===== src/rtl/sbmips_stack_if.sv =====
// Operand-stack port bundle between the SBMIPS control/datapath and the stack.
interface sbmips_stack_if #(
  parameter int WIDTH = 8,
  parameter int DEPTH = 16
);
  logic                     push;
  logic                     pop;
  logic                     tos;
  logic [WIDTH-1:0]         din;
  logic [WIDTH-1:0]         dout;
  logic [$clog2(DEPTH):0]   count;
  logic                     empty;
  logic                     full;
  logic                     ovf;
  logic                     udf;

  modport master (output push, pop, tos, din,
                  input  dout, count, empty, full, ovf, udf);
  modport slave  (input  push, pop, tos, din,
                  output dout, count, empty, full, ovf, udf);
endinterface


===== src/rtl/sbmips_stack.sv =====
// Hardware operand stack with registered top-of-stack read and sticky error flags.
module sbmips_stack #(
  parameter int WIDTH = 8,
  parameter int DEPTH = 16
) (
  input  logic              clk,
  input  logic              rst,
  sbmips_stack_if.slave     bus
);
  localparam int AW = $clog2(DEPTH);
  localparam int CW = AW + 1;

  logic [WIDTH-1:0] mem [DEPTH];
  logic [CW-1:0]    sp;
  logic [WIDTH-1:0] dout_q;
  logic             ovf_q;
  logic             udf_q;

  logic             is_empty;
  logic             is_full;
  logic [AW-1:0]    top_idx;
  logic [AW-1:0]    wr_idx;
  logic             wr_en;
  logic [AW-1:0]    wr_addr;

  assign is_empty = (sp == '0);
  assign is_full  = (sp == CW'(DEPTH));
  // Low bits wrap correctly at sp == DEPTH, so top_idx is always DEPTH-1 when full.
  assign top_idx  = sp[AW-1:0] - AW'(1);
  assign wr_idx   = sp[AW-1:0];

  always_comb begin
    wr_en   = 1'b0;
    wr_addr = wr_idx;
    if (!rst && bus.push) begin
      if (bus.pop && !is_empty) begin
        wr_en   = 1'b1;
        wr_addr = top_idx;
      end else if (bus.pop || !is_full) begin
        wr_en   = 1'b1;
      end
    end
  end

  always_ff @(posedge clk) begin
    if (wr_en) mem[wr_addr] <= bus.din;
  end

  always_ff @(posedge clk) begin
    if (rst) begin
      sp     <= '0;
      dout_q <= '0;
      ovf_q  <= 1'b0;
      udf_q  <= 1'b0;
    end else if (bus.pop) begin
      if (!is_empty) begin
        dout_q <= mem[top_idx];
        if (!bus.push) sp <= sp - CW'(1);
      end else begin
        udf_q <= 1'b1;
        if (bus.push) sp <= sp + CW'(1);
      end
    end else begin
      if (bus.tos) begin
        if (!is_empty) dout_q <= mem[top_idx];
        else           udf_q  <= 1'b1;
      end
      if (bus.push) begin
        if (!is_full) sp    <= sp + CW'(1);
        else          ovf_q <= 1'b1;
      end
    end
  end

  assign bus.dout  = dout_q;
  assign bus.count = sp;
  assign bus.empty = is_empty;
  assign bus.full  = is_full;
  assign bus.ovf   = ovf_q;
  assign bus.udf   = udf_q;
endmodule


===== src/flat_wrapper.sv =====
// flat-port wrapper written by rule: the top's interface ports become plain ports
module sbmips_stack_flat 
#(
  parameter int WIDTH = 8,
  parameter int DEPTH = 16
)
  (clk, rst, bus_push, bus_pop, bus_tos, bus_din, bus_dout, bus_count, bus_empty, bus_full, bus_ovf, bus_udf);
  sbmips_stack_if #(.WIDTH(WIDTH), .DEPTH(DEPTH)) bus_i ();
  input  logic clk;
  input  logic rst;
  input wire logic [$bits(bus_i.push)-1:0] bus_push;
  input wire logic [$bits(bus_i.pop)-1:0] bus_pop;
  input wire logic [$bits(bus_i.tos)-1:0] bus_tos;
  input wire logic [$bits(bus_i.din)-1:0] bus_din;
  output wire logic [$bits(bus_i.dout)-1:0] bus_dout;
  output wire logic [$bits(bus_i.count)-1:0] bus_count;
  output wire logic [$bits(bus_i.empty)-1:0] bus_empty;
  output wire logic [$bits(bus_i.full)-1:0] bus_full;
  output wire logic [$bits(bus_i.ovf)-1:0] bus_ovf;
  output wire logic [$bits(bus_i.udf)-1:0] bus_udf;
  assign bus_i.push = bus_push;
  assign bus_i.pop = bus_pop;
  assign bus_i.tos = bus_tos;
  assign bus_i.din = bus_din;
  assign bus_dout = bus_i.dout;
  assign bus_count = bus_i.count;
  assign bus_empty = bus_i.empty;
  assign bus_full = bus_i.full;
  assign bus_ovf = bus_i.ovf;
  assign bus_udf = bus_i.udf;
  sbmips_stack #(.WIDTH(WIDTH), .DEPTH(DEPTH)) u_core (.clk(clk), .rst(rst), .bus(bus_i));
endmodule

===== config.mk =====
export PLATFORM = sky130hd
export DESIGN_NAME = sbmips_stack_flat
export DESIGN_NICKNAME = d
export VERILOG_FILES = /design/src/rtl/sbmips_stack_if.sv /design/src/rtl/sbmips_stack.sv /design/src/flat_wrapper.sv
export SDC_FILE = /design/constraint.sdc
export NUM_CORES = 1
export LEC_CHECK = 0
export ABC_AREA = 0
export CAP_MARGIN = 40
export CELL_PAD_IN_SITES_DETAIL_PLACEMENT = 1
export CELL_PAD_IN_SITES_GLOBAL_PLACEMENT = 1
export CORE_AREA = 2 2 157 159
export CTS_CLUSTER_SIZE = 8
export DETAILED_ROUTE_END_ITERATION = 10
export DIE_AREA = 0 0 159 161
export GPL_TIMING_DRIVEN = 0
export HOLD_SLACK_MARGIN = 0.15
export PLACE_DENSITY_LB_ADDON = 0.2
export REMOVE_ABC_BUFFERS = 1
export SLEW_MARGIN = 10
export SYNTH_ARGS = -nofsm -noshare
export SYNTH_HDL_FRONTEND = slang
export SYNTH_SLANG_ARGS = --single-unit

===== constraint.sdc =====
create_clock -name clk -period 9.8 [get_ports clk]
set_input_delay 2.94 -clock clk [delete_from_list [all_inputs] [get_ports clk]]
set_output_delay 2.94 -clock clk [all_outputs]
set_load 0.02 [all_outputs]

Yosys cells after proc, flatten, opt, wreduce, memory -nomap -nowiden
Memories as Yosys holds them, arrays and structs flattened.
Index checks and enable logic that the tools add are counted.
- add/subtract/negate cells: 3
- eq/ne operators: 4
- muxes and demuxes: 19
- bitwise gates (word level): 1
- reduce and logical (&&, ||, !) cells: 11
- operators with widths (kind ; count):
    two-way mux 5 bit ; 6
    two-way mux 8 bit ; 3
    two-way mux 1 bit ; 8
    two-way mux 4 bit ; 2
    adder 5 x 1 -> 5 bit (second input constant) ; 1
    equality test 5 bit (second input constant) ; 1
    logical NOT 5 bit ; 1
    subtractor 5 x 1 -> 5 bit (second input constant) ; 1
    inequality test 2 bit (second input constant) ; 2
    AND reduction 4 bit ; 1
    nonzero test 2 bit ; 2
    subtractor 4 x 1 -> 4 bit (second input constant) ; 1
    logical NOT 1 bit ; 3
    inequality test 3 x 2 -> 1 bit (second input constant) ; 1
    AND reduction 3 bit ; 1
    logical AND 1 bit ; 2
    logical OR 1 bit ; 1
    NOT 1 bit ; 1
- register bits after elaboration: 15
- memory bits (writable): 128
- input bits: 13
- output and inout port bits: 17
- logic and storage cells: 43
- memories kept: 1
- memories (memory ; words ; width ; rd ports ; clocked after Yosys merged registers in ; wr ports ; line ; source):
    u_core.mem ; 16 ; 8 ; 1 ; 0 ; 1 ; sbmips_stack.sv:13 ; logic [WIDTH-1:0] mem [DEPTH];

Longest topological paths before layout
Gate-level depths: netlist of run 1.
- depth in word-level cells: 8
- mapped depth: 11
- gate-level depth less buffers: 7

Least setup slack after synthesis of run 1
OpenSTA, ideal clock, no wires.
- path kind: register -> output
- start point: register u_core.sp[0], in the netlist u_core.bus.count[0]
- end point: output port bus_empty
- arrival: 2384 ps
- setup slack: 4476 ps
- stages on the path, launching flop included: 9
- buffers on the path: 4
- path through: dfxtp_1 -> clkbuf_1 -> buf_2 -> inv_1 -> clkbuf_1 -> ha_1 -> or4b_1 -> clkbuf_1 -> inv_2
- cells in the longest elaborated chain, start to end: 1
- ends and longest elaborated chain (element ; line ; source):
    from (decl) ; sbmips_stack.sv:14 ; logic [CW-1:0] sp;
    from (signal assigned) ; sbmips_stack.sv:58 ; if (!bus.push) sp <= sp - CW'(1);
    from (signal assigned) ; sbmips_stack.sv:61 ; if (bus.push) sp <= sp + CW'(1);
    from (signal assigned) ; sbmips_stack.sv:69 ; if (!is_full) sp <= sp + CW'(1);
    logical NOT 5 bit ; sbmips_stack.sv:26 ; assign is_empty = (sp == '0);
    to (decl) ; flat_wrapper.sv:17 ; output wire logic [$bits(bus_i.empty)-1:0] bus_empty;
No other way between the ends.

Final worst setup path of run 1
Same ends and word-level chain as after synthesis.

==> flow_metrics.tcl, run 1 <==
set metrics [dict create \
    endpoint_kind "output pin" \
    vias 3224 \
    hold_ws_ns 0.470 \
    area_delta_synth_final_pct 26.0 \
    slew_violations 0 \
    async_flop_share_pct 0 \
    clockPowerShare_pct 30.3 \
    worstMarginPinSlew_ns 0.906 \
    internal-power_uw 1560 \
    gr-total-overflow 0 \
    p_sw_share_pct 32.5 \
    drc_errors 0 \
    final_nets 401 \
    viasPerCell 4.47 \
    combPwrFrac_pct 36.9 \
    cts-root-buf "clkbuf_16" \
    slew_headroom_pct 39.5 \
    gp_congestion 0.682 \
    cts_max_level 4 \
    synthCells 336 \
    status "completed" \
    antenna_found_initial 0 \
    wl_um 14700 \
    final_cell_mix "128 x edfxtp_1, 29 x clkdlybuf4s50_1, 25 x mux4_2" \
    pin_count 30 \
    die_h_um 161 \
    setup_viol 0 \
    cts_setup_buffers 0 \
    routedWlPerCell_um 20.4 \
    port_buffers 29 \
    dr.pass1.iters 4 \
    synth-seq-cells 143 \
    final_common_cell "edfxtp_1" \
    cts_num_sinks 143 \
    finalCriticalPeriod_ns 6.15 \
    antennaDiodeCount 0 \
    grt_max_degree 28 \
    crit_path_start_kind "flop" \
    ant_nets 0 \
    grt_pass1_vias 3616 \
    p_seq_share_pct 32.7 \
    pre_cts_ws_ns 3.68 \
    path_class "reg -> out" \
    ys.flop_type "edfxtp_1" \
    drv_cap 0 \
    synth.avg_cell_area_um2 17.6 \
    fmax_mhz 162 \
    grt_pass1_wl_um 23000 \
    setup_slack_ns 3.65 \
    vdd_drop_max_v 0.000128 \
    p_leak_uw 0.00240 \
    yosysSeqAreaShare_pct 70.0 \
    switching_power_uw 751 \
    cp_data_arrival_time_ns 3.21 \
    cts_hold_buf 0 \
    finClkSkew_ns 0.00875 \
    grtUsageTotal_pct 12.3 \
    drive_above_1_share_pct 27.1 \
    grt_setup_unrepaired "false" \
    cts_tree "yes" \
    path_max_fanout 13 \
    numCtsBuffers 17 \
    crit_required_ns 6.86 \
    floorplan.initialDensity_pct 24.7 \
    cts.clk_slew.worst_paths_ns 0.06 \
    syn_area_um2 5920 \
    power.density_nw_per_um2 310 \
    period_share_pct 62.8 \
    ys_types 46 \
    hold_viol 0 \
    rows 57 \
    die_area_um2 25600 \
    totalNegativeSetupSlack_ns 0 \
    core-area_um2 24000 \
    synth_edf_count 128 \
    die_w_um 159 \
    hpwlAfterDp_um 10000 \
    clockBufferDepth 2 \
    yosysWarnings 0 \
    holdCritPathClass "reg -> reg" \
    clock_latency_ns 0.42 \
    cts.repair.resized 0 \
    drt_iter0_drc 231 \
]
-- registers in the layout (all words and copies together), names as in the netlist --
name              cells
u_core.bus.count      5
u_core.mem          128
u_core.bus.ovf        1
u_core.bus.udf        1
u_core.bus.dout       8
-- power by group through the flow --
| stage | Clock [µW] | Sequential, µW | Combinational, µW |
|---|---|---|---|
| after floorplan | 0 | 789 | 515 |
| after global placement | 0 | 791 | 779 |
| after detailed placement | 0 | 770 | 877 |
| after CTS | 717 | 758 | 881 |
| after global routing | 746 | 764 | 931 |
| final | 702 | 757 | 855 |
-- cell families after synthesis --
kind of cell             Yosys count  synth area share [%]
AO/OA/AOI/OAI                     40                  4.84
XOR/XNOR                           5                 0.994
adder cells (fa/ha/maj)            3                 0.634
buffers and inverters             27                  2.03
flip-flops                       143                  70.0
multiplexers                      48                  15.6
AND/OR/NAND/NOR                   70                  5.92
-- cells in the mapped netlist (2+ instances only) --
library cell	count	area, µm²
mux2_1	3	33.8
nand2_1	20	75.1
mux4_2	25	563
nor2b_1	4	25.0
mux2_2	8	90.1
o31a_1	3	26.3
mux4_1	7	184
clkbuf_1	14	52.6
nand4_1	2	12.5
dfxtp_1	15	300
a22oi_1	2	15.0
inv_2	2	7.51
xnor2_1	3	26.3
buf_2	3	15.0
nor4_1	2	12.5
nand3_1	6	30.0
a21oi_1	12	60.1
nor2_1	8	30.0
nor3_1	18	90.1
edfxtp_1	128	3840
ha_1	3	37.5
o21ai_1	2	10.0
buf_6	2	22.5
inv_1	6	22.5
mux2i_1	5	50.1
a221o_1	8	80.1
a31oi_1	5	31.3
or2_2	2	12.5
-- area by class of cell --
| class | count | area [µm²] |
|---|---|---|
| sequential | 143 | 4150 |
| clock inverter | 14 | 211 |
| inverter | 8 | 30.0 |
| timing repair buffer | 49 | 489 |
| fill | 2494 | 16500 |
| tap | 324 | 405 |
| clock buffer | 18 | 429 |
| multi-input combinational | 166 | 1750 |
-- worst paths after layout --
check / from / to / cells after the start / slack [ns]
worst max-delay path: u_core.bus.count[0]$_SDFFE_PP0P_ / bus_empty / 5 / 3.65
worst min-delay path: u_core.bus.ovf$_SDFFE_PP0P_ / u_core.bus.ovf$_SDFFE_PP0P_ / 2 / 0.47
worst max register to register: u_core.bus.count[0]$_SDFFE_PP0P_ / u_core.mem[9][2]$_DFFE_PP_ / 7 / 6.16
worst min register to register: u_core.bus.ovf$_SDFFE_PP0P_ / u_core.bus.ovf$_SDFFE_PP0P_ / 2 / 0.47
-- through the flow --
step | power [µW] | utilization [%] | instance area, µm² | cells
after detailed placement | 1650 | 28.5 | 6820 | 690
after CTS | 2360 | 31.1 | 7460 | 722
after global routing | 2440 | 31.1 | 7460 | 722
after floorplan | 1300 | - | 5830 | 317
final | 2310 | 31.1 | 7460 | 722
after global placement | 1570 | 27.2 | 6520 | 670
-- critical path, stage by stage, from the launching register on --
cell and delay (ns):
dfxtp_2 0.37, inv_1 0.54, ha_2 0.35, or4b_1 0.69, inv_2 0.22, clkdlybuf4s50_1 0.62
-- per-layer routing --
layer  wire length [µm]  track usage, %  part of all wire, %
met4                221            4.83                  1.5
met1               6980            16.1                   47
met3                458            2.93                  3.1
met2               7040            19.9                   48
met5                  0               0                    0
(Power assumes the default switching activity.)
==> run 2: changes to the inputs <==
==> constraint.sdc (replaced) <==
create_clock -name clk -period 5.65 [get_ports clk]
set_input_delay 1.695 -clock clk [delete_from_list [all_inputs] [get_ports clk]]
set_output_delay 1.695 -clock clk [all_outputs]
set_load 0.02 [all_outputs]
==> results of run 2 <==
Same layout as run 1 (identical final DEF). Status: completed.
Main changes from that run: setup slack after placement 3.68 ns -> 0.780 ns; setup slack after layout 3.65 ns -> 0.741 ns; register-to-register setup slack 6.16 ns -> 2.01 ns; total power 2310 µW -> 4010 µW; worst IR drop on VDD 0.000128 V -> 0.000221 V
